### config.mk
export PLATFORM = sky130hd
export DESIGN_NAME = cordic_vec_controller
export DESIGN_NICKNAME = d
export VERILOG_FILES = /design/src/rtl/cordic_pkg.sv /design/src/rtl/cordic_vec_controller.sv
export SDC_FILE = /design/constraint.sdc
export NUM_CORES = 1
export LEC_CHECK = 0
export ABC_AREA = 1
export CORE_MARGIN = 8
export CORE_UTILIZATION = 40
export DETAILED_ROUTE_END_ITERATION = 6
export DONT_BUFFER_PORTS = 1
export PLACE_DENSITY = 0.65
export SYNTH_ARGS = -nofsm -noshare
export SYNTH_HDL_FRONTEND = slang
export SYNTH_SLANG_ARGS = --single-unit
### constraint.sdc
create_clock -name clk -period 1.3 [get_ports clk]
set_input_delay 0.065 -clock clk [delete_from_list [all_inputs] [get_ports clk]]
set_output_delay 0.065 -clock clk [all_outputs]
set_load 0.05 [all_outputs]
### src/rtl/cordic_pkg.sv
// Shared definitions for the CORDIC vectoring-mode controller: state encoding,
// default sizing and the CORDIC gain constant.
package cordic_pkg;

    typedef enum logic [2:0] {
        IDLE = 3'd0,
        LOAD = 3'd1,
        ITER = 3'd2,
        GAIN = 3'd3,
        DONE = 3'd4
    } cordic_state_t;

    localparam int DEFAULT_ADDRESS_LENGTH = 4;
    localparam int DEFAULT_NUM_ITER       = 14;

    // K ~= 0.6073 in Q2.14
    localparam logic [15:0] CORDIC_GAIN = 16'h26DD;

endpackage

### src/rtl/cordic_vec_controller.sv
// Sequencer for the CORDIC vectoring-mode datapath and arctan ROM.
// Optional gain-compensation state enabled by defining CORDIC_GAIN_COMP_EN.
module cordic_vec_controller
    import cordic_pkg::*;
#(
    parameter int ADDRESS_LENGTH = DEFAULT_ADDRESS_LENGTH,
    parameter int NUM_ITER       = DEFAULT_NUM_ITER
) (
    input  logic                      clk,
    input  logic                      rst_n,
    input  logic                      start,
    input  logic                      abort,
    input  logic                      y_sign,
    output logic                      busy,
    output logic                      load_en,
    output logic                      iter_en,
    output logic                      dir,
    output logic [ADDRESS_LENGTH-1:0] shift_amt,
    output logic                      rom_read_enable,
    output logic [ADDRESS_LENGTH-1:0] rom_address,
`ifdef CORDIC_GAIN_COMP_EN
    output logic                      gain_en,
`endif
    output logic                      done
);

    if (NUM_ITER < 1 || NUM_ITER > (1 << ADDRESS_LENGTH)) begin : g_bad_num_iter
        $error("cordic_vec_controller: NUM_ITER out of range 1..2**ADDRESS_LENGTH");
    end

    localparam logic [ADDRESS_LENGTH-1:0] LAST_ITER = ADDRESS_LENGTH'(NUM_ITER - 1);

    cordic_state_t             state;
    logic [ADDRESS_LENGTH-1:0] counter;

    // Outputs are registered as decodes of the next state; the counter is held
    // at zero outside ITER so it can drive shift_amt/rom_address directly.
    always_ff @(posedge clk or negedge rst_n) begin
        if (!rst_n) begin
            state           <= IDLE;
            counter         <= '0;
            busy            <= 1'b0;
            load_en         <= 1'b0;
            iter_en         <= 1'b0;
            rom_read_enable <= 1'b0;
            done            <= 1'b0;
`ifdef CORDIC_GAIN_COMP_EN
            gain_en         <= 1'b0;
`endif
        end else begin
            busy            <= 1'b1;
            load_en         <= 1'b0;
            iter_en         <= 1'b0;
            rom_read_enable <= 1'b0;
            done            <= 1'b0;
`ifdef CORDIC_GAIN_COMP_EN
            gain_en         <= 1'b0;
`endif
            if (abort) begin
                state   <= IDLE;
                counter <= '0;
                busy    <= 1'b0;
            end else begin
                case (state)
                    IDLE: begin
                        if (start) begin
                            state   <= LOAD;
                            load_en <= 1'b1;
                        end else begin
                            busy <= 1'b0;
                        end
                    end
                    LOAD: begin
                        state           <= ITER;
                        counter         <= '0;
                        iter_en         <= 1'b1;
                        rom_read_enable <= 1'b1;
                    end
                    ITER: begin
                        if (counter == LAST_ITER) begin
                            counter <= '0;
`ifdef CORDIC_GAIN_COMP_EN
                            state   <= GAIN;
                            gain_en <= 1'b1;
`else
                            state   <= DONE;
                            done    <= 1'b1;
`endif
                        end else begin
                            counter         <= counter + 1'b1;
                            iter_en         <= 1'b1;
                            rom_read_enable <= 1'b1;
                        end
                    end
                    GAIN: begin
                        state <= DONE;
                        done  <= 1'b1;
                    end
                    DONE: begin
                        state   <= IDLE;
                        counter <= '0;
                        busy    <= 1'b0;
                    end
                    default: begin
                        state   <= IDLE;
                        counter <= '0;
                        busy    <= 1'b0;
                    end
                endcase
            end
        end
    end

    assign shift_amt   = counter;
    assign rom_address = counter;

    // Rotate toward y = 0; follows the datapath's y sign within the same cycle.
    assign dir = iter_en & ~y_sign;

endmodule

==> results.yml, run 1 <==
synth:
  syn_area_sq_um: 543
  synth_async_sr_flop_share_pct: 100
  seq_area_frac_synth_pct: 50.7
  synth_nets: 62
  synth_seq_cells: 11
  synth_cell_types: 18
  yosys.cell_count.top_type: "dfrtp_1"
  syn_area_per_cell_sq_um: 9.87
  yosysWarnings: 0
  netlist_instances: 55
  synthFlopType: "dfrtp_1"
  synth_top_cell_by_area: "dfrtp_1"
  yosys-top-cells-count: "dfrtp_1, nand2_1, nand3_1"
  synthTopCellsByArea: "dfrtp_1, buf_4, nand3_1"
  synth_enable_flop_cells: 0
  yosysTopAreaCellShare_pct: 50.7
timing:
  hold_viol_final: 0
  rsz0062_at_grt: "no"
  skew_ps: 2.82
  setup_ws_ps: 98.3
  finalMaxSlewViolations: 0
  setup_tns_ps: 0
  setup_violations: 0
  finalCritPeriodShare_pct: 92.4
  relSlewSlack_pct: 67.9
  max_freq_ghz: 0.832
  tightest_slew_ps: 480
  holdWs_ps: 193
  fin_crit_ps: 1200
placed_design:
  place_congestion: 0.836
  place_area_sq_um: 594
  io_buffers: 0
  place_inst: 72
  dp_slack_ps: 123
  hpwl_um: 772
pwr:
  power_density_mw_per_mm2: 1190
  leakage_nw: 0.318
  vdd_drop_max_mv: 0.695
  power_mw: 0.772
setup_path:
  cp-startpoint: "rom_address[1]$_DFFE_PN0P_"
  worst_ep_required_time_ps: 1500
  cp.arrival_ps: 1400
  endpoint: "rom_address[3]$_DFFE_PN0P_"
  critPathMaxStageDelay_ps: 380
  r2r_cells: 7
  start_kind: "flip-flop"
  cpMostUsedCell: "nand2_1"
  worstPathMaxFanout: 4
  worstPathCellList: "inv_2 -> ha_1 -> nand3_1 -> nand2_1 -> o21ai_2 -> nand2_1 -> nor2_1"
  worst-setup-path-type: "reg -> reg"
  r2r_setup_slack_ps: 100
  reg2reg_from: "rom_address[1]$_DFFE_PN0P_"
  setup.worst_path.end_class: "flip-flop"
  cp_slowest_cell: "dfrtp_2"
  r2r-end: "rom_address[3]$_DFFE_PN0P_"
global_route:
  grt_use_total_pct: 8.56
  grt_max_degree: 12
  grt_antenna_before_repair: 0
  gr-total-overflow: 0
  grt_pass1_vias: 417
  grt_pass1_wl_mm: 1.72
die:
  die_h_um: 52.8
  std_cell_rows: 13
  io_pins: 19
  start_util_pct: 42.3
  core_area_sq_mm: 0.00128
  die-area_sq_mm: 0.00279
  die_w_um: 52.8
routing:
  drt_iter0_markers: 11
  vias: 420
  wl_mm: 1.05
  vias_per_cell: 5.32
  route.detailed.drc: 0
  avgRoutedWirePerCell_um: 13.3
  final_antenna_net_count: 0
  drt_first_pass_iters: 5
finish:
  fin_util_pct: 50.6
  diodes: 0
  fin_nets: 72
  post_route_cells_drive_above_1_share_pct: 34.4
  postLayoutCellArea_sq_um: 651
  area_growth_syn_to_layout_pct: 19.8
  stdcell_count: 79
flow_run:
  max_cap_violations: 0
clock_tree:
  root_buffer: "clkbuf_4"
  clock_latency_ps: 260
  cts_setup_buffers: 0
  cts.sinks: 11
  cts.reportedPaths.clkPinSlew_ps: 70
  cts_tree: "yes"
  htreeDepth: 1
  numCtsBuffers: 3
  cts.path.max_buffers: 2
hold_path:
  hold_path_class: "in -> async"
status:
  status: "completed"
where the power goes:
part | leakage, nW | internal (mW) | switching, mW
registers | 0.146 | 0.358 | 0.0319
clock network | 0.0150 | 0.119 | 0.109
logic | 0.157 | 0.0476 | 0.107
total | 0.318 | 0.524 | 0.247
worst max-delay path, delay by kind of cell (launching register included):
| kind | cells | cell delay (ps) |
|---|---|---|
| AND/OR/NAND/NOR | 4 | 390 |
| adder cells (fa/ha/maj) | 1 | 170 |
| AO/OA/AOI/OAI | 1 | 140 |
| flip-flops | 1 | 380 |
| buffers and inverters | 1 | 50 |
worst min path at each step:
stage,from,slack (ps),depth (start not counted),end
floorplan,rst_n,-230,0,busy$_DFF_PN0_
global placement,rst_n,-230,0,state[0]$_DFFE_PN0P_
detailed placement,rst_n,-230,0,load_en$_DFF_PN0_
CTS,rst_n,210,1,rom_read_enable$_DFF_PN0_
global route,rst_n,220,1,rom_read_enable$_DFF_PN0_
finish,rst_n,190,1,rom_read_enable$_DFF_PN0_
layer usage:
metal	part of all wire (%)	track usage, %	up-vias
met5	0	0	-
met2	49	14.5	24
li1	-	-	199
met4	4.5	7.76	0
met1	35	7.07	191
met3	11	4.26	6
flip-flops by register name, summed over array words and instances, names as in the netlist:
register / count
rom_address: 4
state: 3
busy: 1
done: 1
load_en: 1
rom_read_enable: 1
final cells by class:
class,instances,area (sq um)
timing repair buffer,10,95.1
tap,15,18.8
sequential,11,278
multi-input combinational,35,218
clock buffer,4,26.3
inverter,4,15.0
fill,106,634
cells by family (layout without fill, tap and decap cells):
| logic type | Yosys count | after routing | share of synthesized area [%] |
|---|---|---|---|
| and+or+nand+nor | 25 | 25 | 26.3 |
| adders and majority gates | 2 | 2 | 4.61 |
| DFF | 11 | 11 | 50.7 |
| AOI/OAI and AO/OA | 8 | 8 | 8.76 |
| buffers and inverters | 9 | 18 | 9.68 |
cell usage in the layout, fill, tap and decap left out:
| cell | synthesis | final |
|---|---|---|
| a21oi_1 | 4 | 4 |
| buf_12 | 0 | 1 |
| buf_4 | 5 | 6 |
| clkbuf_1 | 0 | 1 |
| clkbuf_4 | 0 | 3 |
| dfrtp_1 | 11 | 9 |
| dfrtp_2 | 0 | 2 |
| dlygate4sd3_1 | 0 | 3 |
| ha_1 | 2 | 2 |
| inv_1 | 2 | 1 |
| inv_2 | 2 | 3 |
| nand2_1 | 7 | 7 |
| nand2_2 | 2 | 2 |
| nand2_4 | 2 | 2 |
| nand3_1 | 6 | 6 |
| nand4_1 | 1 | 1 |
| nor2_1 | 4 | 3 |
| nor2_2 | 0 | 1 |
| nor2_8 | 1 | 1 |
| nor3_1 | 2 | 2 |
| o21a_1 | 1 | 1 |
| o21ai_1 | 1 | 1 |
| o21ai_2 | 1 | 1 |
| o22ai_1 | 1 | 1 |
repair_timing:
action	4_1_cts	5_1_grt
gates resized for setup	0	0
endpoints found under the hold margin	16	0
hold buffers	3	0
No activity file was read; power rests on OpenSTA's default activity.
==> inputs of run 2 (changes only) <==
--- a/config.mk
+++ b/config.mk
@@ -6,11 +6,14 @@
 export NUM_CORES = 1
 export LEC_CHECK = 0
 export ABC_AREA = 1
+export CELL_PAD_IN_SITES_DETAIL_PLACEMENT = 0
+export CELL_PAD_IN_SITES_GLOBAL_PLACEMENT = 1
 export CORE_MARGIN = 8
 export CORE_UTILIZATION = 40
 export DETAILED_ROUTE_END_ITERATION = 6
 export DONT_BUFFER_PORTS = 1
-export PLACE_DENSITY = 0.65
+export PLACE_DENSITY = 0.8
+export SLEW_MARGIN = 15
 export SYNTH_ARGS = -nofsm -noshare
 export SYNTH_HDL_FRONTEND = slang
 export SYNTH_SLANG_ARGS = --single-unit
==> constraint.sdc (replaced) <==
create_clock -name clk -period 1.15 [get_ports clk]
set_input_delay 0.0575 -clock clk [delete_from_list [all_inputs] [get_ports clk]]
set_output_delay 0.0575 -clock clk [all_outputs]
set_load 0.05 [all_outputs]
==> run 2 against run 1 <==
  * Via count decreased by 5.0%
  * Clock-buffer cell count down 1
  * Fmax up 8.0%
  * Critical path type unchanged
  * Non-clock buffer count up 2
  * Largest power group unchanged
==> results.yml, run 2 (same netlist as run 1, synthesis figures left out) <==
status:
  status: "completed"
placed_design:
  place_congestion: 0.737
  io_buffers: 0
  place_area_sq_um: 607
  hpwl_um: 761
routing:
  vias_per_cell: 4.93
  final_antenna_net_count: 0
  vias: 399
  drt_iter0_markers: 6
  avgRoutedWirePerCell_um: 13.2
  route.detailed.drc: 0
  wl_mm: 1.07
  drt_first_pass_iters: 3
global_route:
  gr-total-overflow: 0
  grt_max_degree: 12
  grt_use_total_pct: 8.31
  grt_pass1_wl_mm: 1.74
  grt_antenna_before_repair: 0
  grt_pass1_vias: 406
finish:
  final_common_cell: "dfrtp_1"
  multi_input_area_sq_um: 250
  postLayoutCellArea_sq_um: 711
  fin_util_pct: 55.3
  area_growth_syn_to_layout_pct: 30.9
  final_cell_mix: "dfrtp_1, nand2_1, nand3_1, buf_4, a21oi_1"
  fin_nets: 74
  diodes: 0
  post_route_cells_drive_above_1_share_pct: 42.4
  largest_register_ffs: 4
  regArea_sq_um: 278
  fill_cells: 118
pwr:
  power_density_mw_per_mm2: 1250
  vdd_drop_max_mv: 0.637
  power.switching_mw: 0.293
  p_seq_share_pct: 49.7
  p_sw_share_pct: 33.1
  power_mw: 0.887
  internal-power_mw: 0.594
  combPwrFrac_pct: 20.7
  clkPwrFrac_pct: 29.6
  leakage_nw: 0.331
clock_tree:
  cts.reportedPaths.clkPinSlew_ps: 80
  root_buffer: "clkbuf_4"
  htreeDepth: 1
  cts.sinks: 11
  clock_latency_ps: 270
  numCtsBuffers: 3
  cts.path.max_buffers: 2
  cts_tree: "yes"
setup_path:
  cp.arrival_ps: 1310
  worstPathMaxFanout: 4
  setup.worst_path.end_class: "flip-flop"
  r2r_cells: 6
  start_kind: "flip-flop"
  worst_ep_required_time_ps: 1350
  worst-setup-path-type: "reg -> reg"
hold_path:
  hold_path_class: "in -> async"
timing:
  rsz0062_at_grt: "yes"
  tightest_slew_ps: 502
  hold_viol_final: 0
  setup_tns_ps: 0
  relSlewSlack_pct: 66.4
  setup_violations: 0
  finalCritPeriodShare_pct: 96.8
  skew_ps: 4.99
  finalMaxSlewViolations: 0
  holdWs_ps: 188
  fin_crit_ps: 1110
  max_freq_ghz: 0.898
flow_run:
  max_cap_violations: 0
die:
  core_area_sq_mm: 0.00128
  die_w_um: 52.8
  die_h_um: 52.8
  std_cell_rows: 13
  start_util_pct: 42.3
  die-area_sq_mm: 0.00279
  io_pins: 19
-- run 2: worst max-delay path, stage by stage (launching register included) --
cell and delay (ps):
dfrtp_2 430, ha_4 170, nand3_4 90, nand2_1 70
o21ai_2 140, nand2_1 70, nor2_1 80
-- run 2: worst paths after layout --
kind / start / to / slack [ps]
worst max-delay path: rom_address[0]$_DFFE_PN0P_ / rom_address[3]$_DFFE_PN0P_ / 40
worst min-delay path: rst_n / state[0]$_DFFE_PN0P_ / 190
worst max register to register: rom_address[0]$_DFFE_PN0P_ / rom_address[3]$_DFFE_PN0P_ / 40
worst min register to register: state[2]$_DFFE_PN0P_ / load_en$_DFF_PN0_ / 590
max in group asynchronous: rst_n / rom_address[1]$_DFFE_PN0P_ / 590
min in group clk: y_sign / dir / 270
-- run 2: timing repair --
action / in CTS / in global routing
buffers inserted: 0 / 2
resized for setup: 0 / 6
endpoints found under the hold margin: 19 / 0
hold buffers: 3 / 0
setup endpoints to repair: 0 / 8
-- run 2: cell type report --
cell class / count / share of cell area (%)
well taps: 15 / 2.64
repair buffers: 12 / 17.1
flip-flops and latches: 11 / 39.1
clock inverters: 1 / 0.704
multi-input cells: 35 / 35.2
inverters: 4 / 2.11
clock buffers: 3 / 3.17
-- run 2: power by group through the flow --
| stage | clock network [mW] | logic [mW] | registers (mW) |
|---|---|---|---|
| 3_3_place_gp | 0 | 0.156 | 0.448 |
| 4_1_cts | 0.277 | 0.177 | 0.440 |
| 5_1_grt | 0.295 | 0.201 | 0.444 |
| 6_report | 0.263 | 0.183 | 0.441 |
| 2_1_floorplan | 0 | 0.107 | 0.472 |
| 3_5_place_dp | 0 | 0.158 | 0.448 |
-- run 2: metal layers --
metal	up-vias	track usage (%)	routed length (um)
met5	-	0	0
met4	0	5.17	0
met3	0	3.69	94
met2	8	13.1	582
met1	191	8.82	396
li1	200	-	-
-- run 2: metrics by stage --
step           cells  setup WS [ps]
2_1_floorplan     55          -90.3
3_3_place_gp      72           62.1
3_5_place_dp      72           34.6
4_1_cts           79           22.7
5_1_grt           81          -46.4
6_report          81           37.0
